--- src/rtl/pipe_add_pkg.sv ---
// pipe_add_pkg: shared helpers for the carry-split pipelined adder.
// Holds the chunk geometry, the latency figure and the parameter-legality test.
package pipe_add_pkg;

    // Bits per carry chunk: ceil(width / stages).
    function automatic int chunk_width(input int width, input int stages);
        if (stages < 1) begin
            return width;
        end
        return (width + stages - 1) / stages;
    endfunction

    // Register stages from operand capture to a visible result.
    function automatic int latency(input int stages);
        return stages + 1;
    endfunction

    // Lowest bit covered by chunk idx. Clamped to width so trailing chunks may be empty.
    function automatic int chunk_lo(input int width, input int cw, input int idx);
        int lo;
        lo = idx * cw;
        return (lo > width) ? width : lo;
    endfunction

    // One past the highest bit covered by chunk idx.
    function automatic int chunk_hi(input int width, input int cw, input int idx);
        int hi;
        hi = (idx + 1) * cw;
        return (hi > width) ? width : hi;
    endfunction

    // Legal shapes: at least one bit and 1 <= stages <= width.
    function automatic bit params_legal(input int width, input int stages);
        return (width >= 1) && (stages >= 1) && (stages <= width);
    endfunction

endpackage

--- src/rtl/pipe_add_stage.sv ---
// pipe_add_stage: one chunk-add register stage of pipe_add_rv.
// Adds operand chunk IDX plus the incoming carry, replaces those bits of the running
// word with the partial sum, and forwards the untouched bits and operand B.
// KEEP_CARRY=0 removes the carry register (used for the final stage when cout is absent).
module pipe_add_stage
    import pipe_add_pkg::*;
#(
    parameter int WIDTH      = 32,
    parameter int CW         = 16,
    parameter int IDX        = 0,
    parameter bit KEEP_CARRY = 1'b1
) (
    input  logic             clk,
    input  logic             rst,
    input  logic             prev_valid,
    input  logic [WIDTH-1:0] prev_sum,
    input  logic [WIDTH-1:0] prev_b,
    input  logic             prev_carry,
    input  logic             next_ready,
    output logic             ready,
    output logic             valid,
    output logic [WIDTH-1:0] sum,
    output logic [WIDTH-1:0] b,
    output logic             carry
);

    localparam int LO = chunk_lo(WIDTH, CW, IDX);
    localparam int HI = chunk_hi(WIDTH, CW, IDX);
    localparam int NB = HI - LO;

    logic [WIDTH-1:0] sum_d;

    // An empty stage, or one whose item is leaving, can take a new item.
    assign ready = !valid || next_ready;

    if (NB == 0) begin : g_empty
        // Chunk lies past the top bit: pass the word and carry through unchanged.
        always_comb begin
            sum_d = prev_sum;
        end

        // Carry register keeps the final carry aligned with its sum.
        always_ff @(posedge clk or posedge rst) begin
            if (rst) begin
                carry <= 1'b0;
            end else if (ready && prev_valid) begin
                carry <= prev_carry;
            end
        end
    end else if (KEEP_CARRY) begin : g_carry
        logic [NB:0] chunk;
        logic [NB:0] cin;

        // Chunk add with carry out; the low bits replace the operand A chunk in the word.
        // NOTE: every always_comb output gets a full default first so no latch is inferred.
        always_comb begin
            cin             = '0;
            cin[0]          = prev_carry;
            chunk           = {1'b0, prev_sum[HI-1:LO]} + {1'b0, prev_b[HI-1:LO]} + cin;
            sum_d           = prev_sum;
            sum_d[HI-1:LO]  = chunk[NB-1:0];
        end

        // Carry register feeding the next chunk (or cout on the final stage).
        always_ff @(posedge clk or posedge rst) begin
            if (rst) begin
                carry <= 1'b0;
            end else if (ready && prev_valid) begin
                carry <= chunk[NB];
            end
        end
    end else begin : g_nocarry
        logic [NB-1:0] chunk;
        logic [NB-1:0] cin;

        // Chunk add that wraps; the carry out has no consumer here.
        always_comb begin
            cin            = '0;
            cin[0]         = prev_carry;
            chunk          = prev_sum[HI-1:LO] + prev_b[HI-1:LO] + cin;
            sum_d          = prev_sum;
            sum_d[HI-1:LO] = chunk;
        end

        assign carry = 1'b0;
    end

    // Stage register: follow upstream whenever ready; data moves only with a valid item.
    // NOTE: sequential state uses non-blocking assignments so all stages update from pre-edge values.
    always_ff @(posedge clk or posedge rst) begin
        if (rst) begin
            valid <= 1'b0;
            sum   <= '0;
            b     <= '0;
        end else if (ready) begin
            valid <= prev_valid;
            if (prev_valid) begin
                sum <= sum_d;
                b   <= prev_b;
            end
        end
    end

endmodule

--- src/rtl/pipe_add_rv.sv ---
// pipe_add_rv: parametrised carry-split pipelined adder with valid/ready flow control.
// p0 captures the operands; STAGES chunk stages each add CW bits and pass the carry on.
// Results leave in order with bubble-collapsing backpressure; no skid buffer.
// Optional macro PIPE_ADD_COUT_EN adds the cout port and the final carry register.
module pipe_add_rv
    import pipe_add_pkg::*;
#(
    parameter int WIDTH  = 32,
    parameter int STAGES = 2
) (
    input  logic             clk,
    input  logic             rst,
    input  logic [WIDTH-1:0] a,
    input  logic [WIDTH-1:0] b,
    input  logic             in_valid,
    output logic             in_ready,
    output logic [WIDTH-1:0] c,
    output logic             out_valid,
    input  logic             out_ready
`ifdef PIPE_ADD_COUT_EN
    ,
    output logic             cout
`endif
);

    localparam int CW = chunk_width(WIDTH, STAGES);

`ifdef PIPE_ADD_COUT_EN
    localparam bit COUT_EN = 1'b1;
`else
    localparam bit COUT_EN = 1'b0;
`endif

    if (!params_legal(WIDTH, STAGES)) begin : g_param_check
        $error("pipe_add_rv: need WIDTH >= 1 and 1 <= STAGES <= WIDTH");
    end

    // Index 0 is p0; index k is chunk stage k.
    logic [STAGES:0]  valid_vec;
    logic [WIDTH-1:0] sum_pipe   [0:STAGES];
    logic [WIDTH-1:0] b_pipe     [0:STAGES];
    logic             carry_pipe [0:STAGES];
    logic             ready_pipe [1:STAGES];

    logic             p0_valid;
    logic [WIDTH-1:0] p0_a;
    logic [WIDTH-1:0] p0_b;
    logic             p0_ready;

    assign p0_ready = !p0_valid || ready_pipe[1];

    // Held low while reset is asserted; otherwise the p0 ready equation.
    assign in_ready = !rst && p0_ready;

    // Input register: captures the operand pair and its valid bit.
    always_ff @(posedge clk or posedge rst) begin
        if (rst) begin
            p0_valid <= 1'b0;
            p0_a     <= '0;
            p0_b     <= '0;
        end else if (p0_ready) begin
            p0_valid <= in_valid;
            if (in_valid) begin
                p0_a <= a;
                p0_b <= b;
            end
        end
    end

    assign valid_vec[0]  = p0_valid;
    assign sum_pipe[0]   = p0_a;
    assign b_pipe[0]     = p0_b;
    assign carry_pipe[0] = 1'b0;

    for (genvar k = 1; k <= STAGES; k++) begin : g_stage
        logic next_ready;

        if (k == STAGES) begin : g_last
            assign next_ready = out_ready;
        end else begin : g_mid
            // Unrolled ready chain: downstream accepts unless it is full and stalled.
            assign next_ready = out_ready || !(&valid_vec[STAGES:k+1]);
        end

        pipe_add_stage #(
            .WIDTH      (WIDTH),
            .CW         (CW),
            .IDX        (k - 1),
            .KEEP_CARRY ((k < STAGES) || COUT_EN)
        ) u_stage (
            .clk        (clk),
            .rst        (rst),
            .prev_valid (valid_vec[k-1]),
            .prev_sum   (sum_pipe[k-1]),
            .prev_b     (b_pipe[k-1]),
            .prev_carry (carry_pipe[k-1]),
            .next_ready (next_ready),
            .ready      (ready_pipe[k]),
            .valid      (valid_vec[k]),
            .sum        (sum_pipe[k]),
            .b          (b_pipe[k]),
            .carry      (carry_pipe[k])
        );
    end

    assign c         = sum_pipe[STAGES];
    assign out_valid = valid_vec[STAGES];

`ifdef PIPE_ADD_COUT_EN
    assign cout = carry_pipe[STAGES];
`endif

endmodule

--- config.mk ---
export PLATFORM = sky130hd
export DESIGN_NAME = pipe_add_rv
export DESIGN_NICKNAME = d
export VERILOG_FILES = /design/src/rtl/pipe_add_pkg.sv /design/src/rtl/pipe_add_stage.sv /design/src/rtl/pipe_add_rv.sv
export SDC_FILE = /design/constraint.sdc
export NUM_CORES = 1
export LEC_CHECK = 0
export BUFFER_PORTS_ARGS = -buffer_cell sky130_fd_sc_hd__buf_2
export CORE_ASPECT_RATIO = 0.8
export CORE_MARGIN = 8
export CORE_UTILIZATION = 54
export DETAILED_ROUTE_END_ITERATION = 16
export PLACE_DENSITY = 0.88
export SETUP_SLACK_MARGIN = 0.1
export SLEW_MARGIN = 20
export SYNTH_ARGS = -nofsm -noshare
export SYNTH_HDL_FRONTEND = slang
export SYNTH_SLANG_ARGS = --single-unit
--- constraint.sdc ---
create_clock -name clk -period 9 [get_ports clk]
set_input_delay 1.8 -clock clk [delete_from_list [all_inputs] [get_ports clk]]
set_output_delay 1.8 -clock clk [all_outputs]
set_load 0.05 [all_outputs]
==> metrics.md, run 1 <==
| Metric | Value |
|---|---|
| Status | `finished, final reports clean` |
| GRT met3 Usage | `0.0495` |
| Post-Place Cells | `817` |
| Vias per Instance | `between 5 and 6` |
| Synth Cell Area | `approximately 7100 sq um` |
| Final setup viols | `0` |
| Top cell by count, worst path | `buf_2` |
| Syn Nets | `662` |
| WL final | `14800 um` |
| Relative slew slack | `0.351` |
| Distinct cells, synth | `55` |
| CTS sink cnt | `148` |
| First-pass GRT wire length | `~25000 um` |
| GRT overflow | `0` |
| Synthesis-stage register bit count | `around 150` |
| Cts repair resizes | `0` |
| Final cell count without fillers | `~850` |
| # diodes | `0` |
| Number of port buffers | `101` |
| Setup ws final | `~4800 ps` |
| CTS tree | `built` |
| Least-Margin Pin Slew | `between 900 and 1000 ps` |
| CP Cell Sequence | `buf_2 > nor2b_1 > a31oi_1 > buf_2` |
| Hold bufs inserted after CTS | `0` |
| Final setup TNS | `0 ps` |
| Iteration-0 DRC count of the detailed router | `246` |
| Top Usage Layer GRT | `met2` |
| Clk Tree Root Cell | `clkbuf_16` |
| Met1 Track Usage GR | `0.233` |
| Layout Skew | `12.0 ps` |
| Min cycle time layout | `4230 ps` |
| Met2 Use GR | `0.288` |
| CP Capture Point | `in_ready` |
| Cells after synthesis | `561` |
| CP endpoint kind | `output port` |
| Part of the Yosys area used for sequential elements | `0.525` |
| Post-CTS setup buffers | `0` |
| Critical Path RT | `7200 ps` |
| CP peak stage delay | `220 ps` |
| Clk slew on worst S/H paths | `approximately 50 ps` |
| Fin. max-slew vios | `0` |
| Post-place setup slack | `4780 ps` |
| Clock Latency Late Sink | `430 ps` |
| Most common flop cell mapped by yosys | `dfrtp_1` |
| Drt first pass iters | `5` |
| RR Startpoint | `g_stage[1].u_stage.b[16]` |
| Startpoint types | `input pin` |
| Detailed Place HPWL | `10400 um` |
| Fin nets | `762` |
| All-Layer GR Usage | `0.181` |
| Syn. warnings | `0` |
| Ys async rst share | `1.00` |
| Core ar. | `12800 sq um` |
| Max-cap viol count | `0` |
| Power, Total | `2.85 mW` |
| Filler cell count | `just under 1000` |
| Fmax | `237 MHz` |
| Routability-driven placement congestion ratio | `approximately 0.96` |
| CP Launch Point | `out_ready` |
| Critical Path Stages | `4` |
| Leak | `3.77 nW` |
| EDFF count, synth | `0` |
| Top fanout value on the critical path | `3` |
| Worst hold path type | `reg2reg` |
| Leading cell type in the layout, fill and taps excluded | `dfrtp_1` |
| Final ANT Viol Nets | `0` |
| Maximum vdd drop | `188 uV` |
| DRC viols | `0` |
| Largest net degree at the start of global routing | `77` |
| CTS Buffer Depth | `2` |
| Hold Fails Final Rpt | `0` |
| Arrival @ worst endpoint | `~2400 ps` |
| Most frequent cells in the layout | `148 x dfrtp_1, 115 x mux2_2, 101 x buf_2` |
| Fin Hold WS | `roughly 480 ps` |
| # rows | `37` |
| Post-synthesis average cell area | `12.6 sq um` |
| CTS H-Tree Depth | `4` |
| RSZ-0062 raised after global routing | `no` |
| Via count | `4761` |
| # IOs | `102` |
| Vias in the first global route | `5076` |
| Drt wl/cell | `17.5 um` |
| Slowest cell on the critical path | `buf_2` |
| Initial Util | `0.550` |
| Worst R2R End | `g_stage[2].u_stage.sum[26]` |
| Initial antenna violation count | `0` |
| Setup CP Type | `in2out` |
| Die footprint | `17000 sq um` |
| Crit-path leading delay family | `buffers and inverters` |
| Area Overhead vs Synth | `17.5%` |
| Share of layout cells above drive strength 1 | `0.389` |
| Power Density | `343 nW/um^2` |
| CTS buffer count | `17` |
| R2R depth | `9` |
| Die width | `~140 um` |
| Reg2reg setup slack | `approximately 6300 ps` |
| Die Span Y | `118 um` |
| Crit share post-route | `0.470` |
| Worst path bufs/invs | `2` |
-- Yosys cell counts, types with 2 or more instances --
cell	instances	share of area
a2111o_1	2	0.0032
a211oi_1	4	0.0043
a211oi_2	2	0.0035
a21boi_0	2	0.0021
a21o_1	8	0.0085
a21oi_1	20	0.014
a31oi_1	6	0.0053
a41o_1	2	0.0028
and2_1	2	0.0018
buf_2	4	0.0028
buf_6	8	0.013
clkbuf_1	7	0.0037
clkbuf_8	2	0.0039
dfrtp_1	148	0.53
fa_1	3	0.0085
ha_1	30	0.053
inv_1	6	0.0032
mux2_2	115	0.18
nand2_1	36	0.019
nand2_2	2	0.0018
nand2b_1	6	0.0053
nand3_1	10	0.0071
nand4_1	8	0.0071
nor2_1	20	0.011
nor2b_1	6	0.0053
nor3_1	6	0.0043
o211ai_1	2	0.0021
o21a_1	8	0.0085
o21ai_0	35	0.025
o21bai_1	3	0.0032
o31ai_1	3	0.0032
or2_2	2	0.0018
xnor2_1	9	0.011
xor2_1	13	0.016
-- power by group --
group | total (mW) | leakage (nW) | switching (mW) | internal (mW)
clock network | 0.801 | 0.318 | 0.275 | 0.525
registers | 0.972 | 1.75 | 0.114 | 0.858
logic | 1.07 | 1.70 | 0.680 | 0.394
-- cell type report --
| cell class | count | area, sq um | area share |
|---|---|---|---|
| repair buffers | 104 | 528 | 0.0637 |
| clock inverters | 13 | 230 | 0.0278 |
| flip-flops and latches | 148 | 3700 | 0.447 |
| inverters | 6 | 27.5 | 0.00332 |
| clock buffers | 18 | 439 | 0.0530 |
| well taps | 175 | 219 | 0.0264 |
| multi-input cells | 384 | 3140 | 0.379 |
-- state kept, by name, indices dropped and copies added (netlist names) --
name and cells:
g_stage.u_stage.carry 1, p0_b 32, p0_a 32, g_stage.u_stage.sum 64
p0_valid 1, g_stage.u_stage.valid 2, g_stage.u_stage.b 16
-- per-layer routing --
layer,share of wire,up-vias
met4,0.014,0
met1,0.44,2348
met3,0.066,18
met5,0,-
li1,-,2227
met2,0.48,168
-- per-stage QoR --
step	instance area (sq um)	util
global placement	7620	0.594
detailed placement	7620	0.594
global route	8290	0.647
finish	8290	0.647
CTS	8290	0.647
floorplan	7050	-
-- tightest hold or removal path: stages, from the launching register on --
cell,delay [ps]
dfrtp_1,340
nand2_1,50
o21ai_0,60
-- cell families after synthesis --
family	share of synthesized area
xor+xnor	0.0273
flops	0.525
simple gates	0.0756
buf+inv	0.0296
fa+ha+maj	0.0617
compound gates	0.0972
mux	0.184
-- how the worst min path moves through the flow --
stage,startpoint,end,slack [ps],cells past startpoint
after CTS,g_stage[1].u_stage.sum[12],g_stage[1].u_stage.sum[12],480,2
after global routing,g_stage[2].u_stage.sum[17],g_stage[2].u_stage.sum[17],520,2
after floorplan,g_stage[1].u_stage.sum[15],g_stage[1].u_stage.sum[15],440,2
after global placement,g_stage[2].u_stage.sum[20],g_stage[2].u_stage.sum[20],460,1
after detailed placement,g_stage[1].u_stage.sum[15],g_stage[1].u_stage.sum[15],470,2
final,g_stage[1].u_stage.sum[10],g_stage[1].u_stage.sum[10],480,2
(Power assumes the default switching activity.)
==> inputs of run 2 (changes only) <==
==> constraint.sdc (replaced) <==
create_clock -name clk -period 4.1 [get_ports clk]
set_input_delay 0.82 -clock clk [delete_from_list [all_inputs] [get_ports clk]]
set_output_delay 0.82 -clock clk [all_outputs]
set_load 0.05 [all_outputs]
==> run 2 against run 1 <==
Flip-flop and latch count unchanged. Via count up 0.86%. Worst hold slack worse by 5.5 ps. Critical endpoint is now g_stage[2].u_stage.sum[26]. Largest cell class unchanged.
==> metrics.md, run 2 (same netlist as run 1, synthesis figures left out) <==
| Metric | Value |
|---|---|
| Status | `finished, final reports clean` |
| R2R depth | `9` |
| All-Layer GR Usage | `0.192` |
| Worst path bufs/invs | `1` |
| CP peak stage delay | `480 ps` |
| CTS H-Tree Depth | `4` |
| Fin. max-slew vios | `0` |
| GRT overflow | `0` |
| Post-Place Cells | `817` |
| Post-CTS setup buffers | `0` |
| # diodes | `0` |
| Least-Margin Pin Slew | `around 1000 ps` |
| Routability-driven placement congestion ratio | `0.947` |
| Fin nets | `762` |
| Power Density | `about 740 nW/um^2` |
| Clk Tree Root Cell | `clkbuf_16` |
| # rows | `37` |
| Final setup TNS | `0 ps` |
| Core ar. | `12800 sq um` |
| Initial antenna violation count | `0` |
| Psw | `2.34 mW` |
| Hold Fails Final Rpt | `0` |
| Largest register FFs | `64` |
| Crit share post-route | `0.619` |
| Top flop regs | `g_stage.u_stage.sum: 64 flops, p0_a: 32 flops, p0_b: 32 flops` |
| Fmax | `394 MHz` |
| Die Span Y | `roughly 120 um` |
| Storage cell area | `3700 sq um` |
| Initial Util | `0.550` |
| Leak | `3.75 nW` |
| Crit-path leading delay family | `adder cells` |
| Cts repair resizes | `0` |
| # IOs | `102` |
| WL final | `15500 um` |
| Setup CP Type | `reg2reg` |
| Max-cap viol count | `0` |
| Slowest cell on the critical path | `fa_1` |
| Vias per Instance | `5.66` |
| Largest net degree at the start of global routing | `149` |
| Internal | `about 3.7 mW` |
| Number of port buffers | `101` |
| CP endpoint kind | `flip-flop` |
| Drt first pass iters | `5` |
| Biggest register | `g_stage.u_stage.sum` |
| RSZ-0062 raised after global routing | `no` |
| Die width | `~140 um` |
| Clock Latency Late Sink | `430 ps` |
| Hold Path Stages | `2` |
| Sw frac | `0.385` |
| Top cell by count, worst path | `fa_1` |
| Clk slew on worst S/H paths | `60 ps` |
| Critical Path Stages | `9` |
| Filler cell count | `940` |
| Min cycle time layout | `2540 ps` |
| Sequential cell fraction of total power | `0.352` |
| Iteration-0 DRC count of the detailed router | `389` |
| Share of layout cells above drive strength 1 | `0.389` |
| Via count | `roughly 4800` |
| Power, Total | `6.09 mW` |
| Post-layout util | `0.643` |
| Setup ws final | `around 1600 ps` |
| Worst hold path type | `reg2reg` |
| Arrival @ worst endpoint | `between 2000 and 3000 ps` |
| Detailed Place HPWL | `11200 um` |
| Die footprint | `17000 sq um` |
| CTS buffer count | `17` |
| CTS sink cnt | `between 100 and 150` |
| Hold bufs inserted after CTS | `0` |
| First-pass GRT wire length | `25700 um` |
| Final cell count without fillers | `849` |
| Post-place setup slack | `about 1400 ps` |
| Logic gate share of total power | `0.389` |
| Final ANT Viol Nets | `0` |
| CTS tree | `built` |
| Clock group share of total power | `0.259` |
| Drt wl/cell | `18.3 um` |
| CTS Buffer Depth | `2` |
| Most frequent cells in the layout | `148 x dfrtp_1, 115 x mux2_2, 101 x buf_2` |
| Leading cell type in the layout, fill and taps excluded | `dfrtp_1` |
| Startpoint types | `flip-flop` |
| Area of the multi-input gates | `3140 sq um` |
| Critical Path RT | `4370 ps` |
| DRC viols | `0` |
| Layout Skew | `8.21 ps` |
| Final setup viols | `0` |
| Area Overhead vs Synth | `16.8%` |
| Top fanout value on the critical path | `4` |
| Vias in the first global route | `5169` |
| Relative slew slack | `0.329` |
| Maximum vdd drop | `319 uV` |
| CP Cell Sequence | `fa_1 > inv_1 > fa_1 > nor2b_1 > o31a_2 > o2111a_1 > nor3b_2 > xor2_1 > o21ai_0` |
-- run 2: cell types whose count changed in the layout (fill, tap and decap cells not counted), sizes merged --
cell      change
clkinvlp      -1
clkbuf        +6
clkinv        +2
inv           -2
bufinv        -4
-- run 2: cell type report --
cell class | count | share of cell area
Inverter | 6 | 0.00319
Sequential cell | 148 | 0.449
Timing Repair Buffer | 104 | 0.0656
Tap cell | 175 | 0.0266
Multi-Input combinational cell | 384 | 0.382
Clock inverter | 8 | 0.0117
Clock buffer | 24 | 0.0621
-- run 2: path summary, 6_finish.rpt --
check                           slack [ps]                        from                    endpoint
worst max-delay path                  1560    g_stage[1].u_stage.b[16]  g_stage[2].u_stage.sum[26]
worst min-delay path                   480  g_stage[2].u_stage.sum[23]  g_stage[2].u_stage.sum[23]
worst min register to register         480  g_stage[2].u_stage.sum[23]  g_stage[2].u_stage.sum[23]
worst max register to register        1560    g_stage[1].u_stage.b[16]  g_stage[2].u_stage.sum[26]
min in group asynchronous              610                         rst                    p0_a[23]
max in group asynchronous             2900                         rst  g_stage[1].u_stage.sum[16]
-- run 2: worst reg2reg max path, stage by stage, from the launching register on --
cell and delay (ps):
dfrtp_1 390, fa_1 480, inv_1 90, fa_1 210
nor2b_1 70, o31a_2 310, o2111a_1 300, nor3b_2 280
xor2_1 170, o21ai_0 80
-- run 2: routing by layer --
| layer | share of wire | global-route usage | vias to the layer above |
|---|---|---|---|
| met2 | 0.48 | 0.305 | 160 |
| met3 | 0.065 | 0.0716 | 22 |
| met4 | 0.017 | 0.0702 | 0 |
| met5 | 0 | 0 | - |
| met1 | 0.43 | 0.235 | 2400 |
| li1 | - | - | 2220 |
-- run 2: metrics by stage --
stage | hold slack, ps | cell area, sq um
after global placement | 461 | 7630
final | 476 | 8240
after detailed placement | 463 | 7630
after CTS | 482 | 8240
after floorplan | 445 | 7060
after global routing | 515 | 8240
-- run 2: power by group through the flow --
stage / sequential, mW / clock, mW / combinational, mW
final: 2.14 / 1.57 / 2.37
after global routing: 2.19 / 1.67 / 2.55
after floorplan: 2.63 / 0 / 1.29
after CTS: 2.15 / 1.60 / 2.36
after detailed placement: 2.17 / 0 / 2.34
after global placement: 2.14 / 0 / 2.24
==> inputs of run 3 (changes only) <==
==> constraint.sdc (replaced) <==
create_clock -name clk -period 2.35 [get_ports clk]
set_input_delay 0.47 -clock clk [delete_from_list [all_inputs] [get_ports clk]]
set_output_delay 0.47 -clock clk [all_outputs]
set_load 0.05 [all_outputs]
==> run 3 against run 2 <==
The run now ends with negative setup slack left. Fmax increased by 6.8%. Clock-buffer cell count decreased by 4. Via count increased by 2.1%. Routed wire length increased by 2.4%. Final cell count increased by 1.6%. Critical path type unchanged. Critical endpoint is now g_stage[2].u_stage.sum[27]. Largest cell class unchanged.
==> metrics.md, run 3 (same netlist as run 1, synthesis figures left out) <==
| Metric | Value |
|---|---|
| Status | `finished with violations` |
| Failing checks | `negative setup slack` |
| Relative slew slack | `0.570` |
| Leading cell type in the layout, fill and taps excluded | `dfrtp_1` |
| WL final | `15900 um` |
| Worst hold path type | `in2async` |
| Arrival @ worst endpoint | `2700 ps` |
| DRC viols | `0` |
| Top Usage Layer GRT | `met2` |
| Initial antenna violation count | `1` |
| Routability-driven placement congestion ratio | `about 0.88` |
| RR Startpoint | `g_stage[1].u_stage.b[21]` |
| Sw frac | `0.386` |
| Fin nets | `777` |
| Most frequent cells in the layout | `148 x dfrtp_1, 115 x mux2_2, 101 x buf_2` |
| Critical Path RT | `2670 ps` |
| CTS Buffer Depth | `2` |
| CP endpoint kind | `flip-flop` |
| Share of layout cells above drive strength 1 | `0.422` |
| CTS sink cnt | `between 100 and 150` |
| Vias per Instance | `5.68` |
| Clk Tree Root Cell | `clkbuf_16` |
| Met2 Use GR | `0.301` |
| Area Overhead vs Synth | `20.0%` |
| Die width | `144 um` |
| Via count | `slightly below 5000` |
| Hold Fails Final Rpt | `0` |
| Startpoint types | `flip-flop` |
| Biggest register | `g_stage.u_stage.sum` |
| Logic gate share of total power | `0.405` |
| Setup ws final | `-27.0 ps` |
| CTS H-Tree Depth | `4` |
| Iteration-0 DRC count of the detailed router | `367` |
| R2R depth | `6` |
| Psw | `4.17 mW` |
| # IOs | `102` |
| CTS buffer count | `17` |
| CP peak stage delay | `400 ps` |
| Maximum vdd drop | `675 uV` |
| Least-Margin Pin Slew | `643 ps` |
| CTS tree | `built` |
| Setup CP Type | `reg2reg` |
| GRT met3 Usage | `0.0483` |
| Fin area | `around 8500 sq um` |
| # rows | `37` |
| Final setup viols | `1` |
| GRT overflow | `0` |
| Number of port buffers | `between 100 and 150` |
| Initial Util | `0.550` |
| First-pass GRT wire length | `26200 um` |
| Detailed Place HPWL | `11200 um` |
| Clock Latency Late Sink | `about 430 ps` |
| Final ANT Viol Nets | `0` |
| CP Cell Sequence | `ha_1 > or2_2 > a21oi_1 > nor3_2 > or3_1 > a41o_1` |
| Largest register FFs | `64` |
| Hold bufs inserted after CTS | `0` |
| Largest net degree at the start of global routing | `66` |
| Clk slew on worst S/H paths | `60 ps` |
| All-Layer GR Usage | `0.194` |
| Sequential cell fraction of total power | `0.345` |
| Fmax | `421 MHz` |
| Die footprint | `17000 sq um` |
| Worst R2R End | `g_stage[2].u_stage.sum[27]` |
| Leak | `3.83 nW` |
| Crit share post-route | `1.01` |
| Top flop regs | `g_stage.u_stage.sum: 64 flops, p0_a: 32 flops, p0_b: 32 flops` |
| Layout Skew | `14.5 ps` |
| Top fanout value on the critical path | `6` |
| Vias in the first global route | `between 5000 and 6000` |
| Slowest cell on the critical path | `a21oi_1` |
| Max-cap viol count | `0` |
| Crit-path leading delay family | `simple AND/OR/NAND/NOR gates` |
| Drt first pass iters | `5` |
| Final setup TNS | `-27.0 ps` |
| RSZ-0062 raised after global routing | `yes` |
| Post-DP Area | `7780 sq um` |
| Fin. max-slew vios | `0` |
| Min cycle time layout | `roughly 2400 ps` |
| Drt wl/cell | `18.4 um` |
| Reg2reg setup slack | `-30 ps` |
| Clock group share of total power | `0.250` |
| Core ar. | `around 13000 sq um` |
| Internal | `approximately 6.6 mW` |
| Worst path bufs/invs | `0` |
| Power Density | `1280 nW/um^2` |
| Met1 Track Usage GR | `0.251` |
| Die Span Y | `118 um` |
[run 3: cell types whose count changed in the layout (fill, tap and decap cells not counted), sizes merged]
cell / previous run / this run
buf: 104 / 119
bufinv: 2 / 3
clkbuf: 24 / 20
clkinvlp: 2 / 3
diode: 0 / 1
[run 3: repair_timing]
item,in CTS,in global routing
buffers inserted,2,2
setup endpoints to repair,12,16
pin swaps,6,17
gates resized for setup,9,19
[run 3: how the worst max path moves through the flow]
stage / startpoint / endpoint / slack (ps) / depth (start not counted)
after global placement: p0_b[0] / g_stage[1].u_stage.sum[14] / 60 / 8
after detailed placement: p0_b[0] / g_stage[1].u_stage.sum[12] / -20 / 8
after global routing: g_stage[1].u_stage.sum[16] / g_stage[2].u_stage.sum[27] / -110 / 7
after floorplan: rst / g_stage[1].u_stage.b[16] / 20 / 1
final: g_stage[1].u_stage.b[21] / g_stage[2].u_stage.sum[27] / -30 / 6
after CTS: g_stage[1].u_stage.b[16] / g_stage[2].u_stage.sum[27] / 2 / 7
[run 3: routing by layer]
| metal | routed length (um) | vias to the layer above |
|---|---|---|
| met3 | 942 | 33 |
| met1 | 6950 | 2439 |
| li1 | - | 2252 |
| met5 | 0 | - |
| met2 | 7670 | 179 |
| met4 | 347 | 0 |
[run 3: cell type report]
| type | instances | area [sq um] |
|---|---|---|
| diodes | 1 | 2.50 |
| clock buffers | 20 | 447 |
| clock inverters | 10 | 134 |
| fillers | 944 | 4360 |
| inverters | 6 | 26.3 |
| multi-input cells | 384 | 3220 |
| flip-flops and latches | 148 | 3700 |
| well taps | 175 | 219 |
| repair buffers | 119 | 716 |
[run 3: power by group through the flow]
stage          registers (mW)  logic [mW]  clock network (mW)
6_report                 3.73        4.37                2.70
5_1_grt                  3.82        4.68                2.83
4_1_cts                  3.73        4.24                2.73
3_5_place_dp             3.77        4.16                   0
3_3_place_gp             3.71        4.01                   0
2_1_floorplan            4.59        2.25                   0
[run 3: stage by stage]
stage / cells / worst slack, ps / hold WS, ps / total power, mW / utilization
5_1_grt: 863 / -105 / 169 / 11.3 / 0.660
3_5_place_dp: 828 / -21.1 / 472 / 7.93 / 0.607
4_1_cts: 860 / 2.08 / 143 / 10.7 / 0.655
3_3_place_gp: 828 / 60.3 / 458 / 7.73 / 0.607
2_1_floorplan: 561 / 19.0 / 445 / 6.84 / -
6_report: 863 / -27.0 / 138 / 10.8 / 0.660
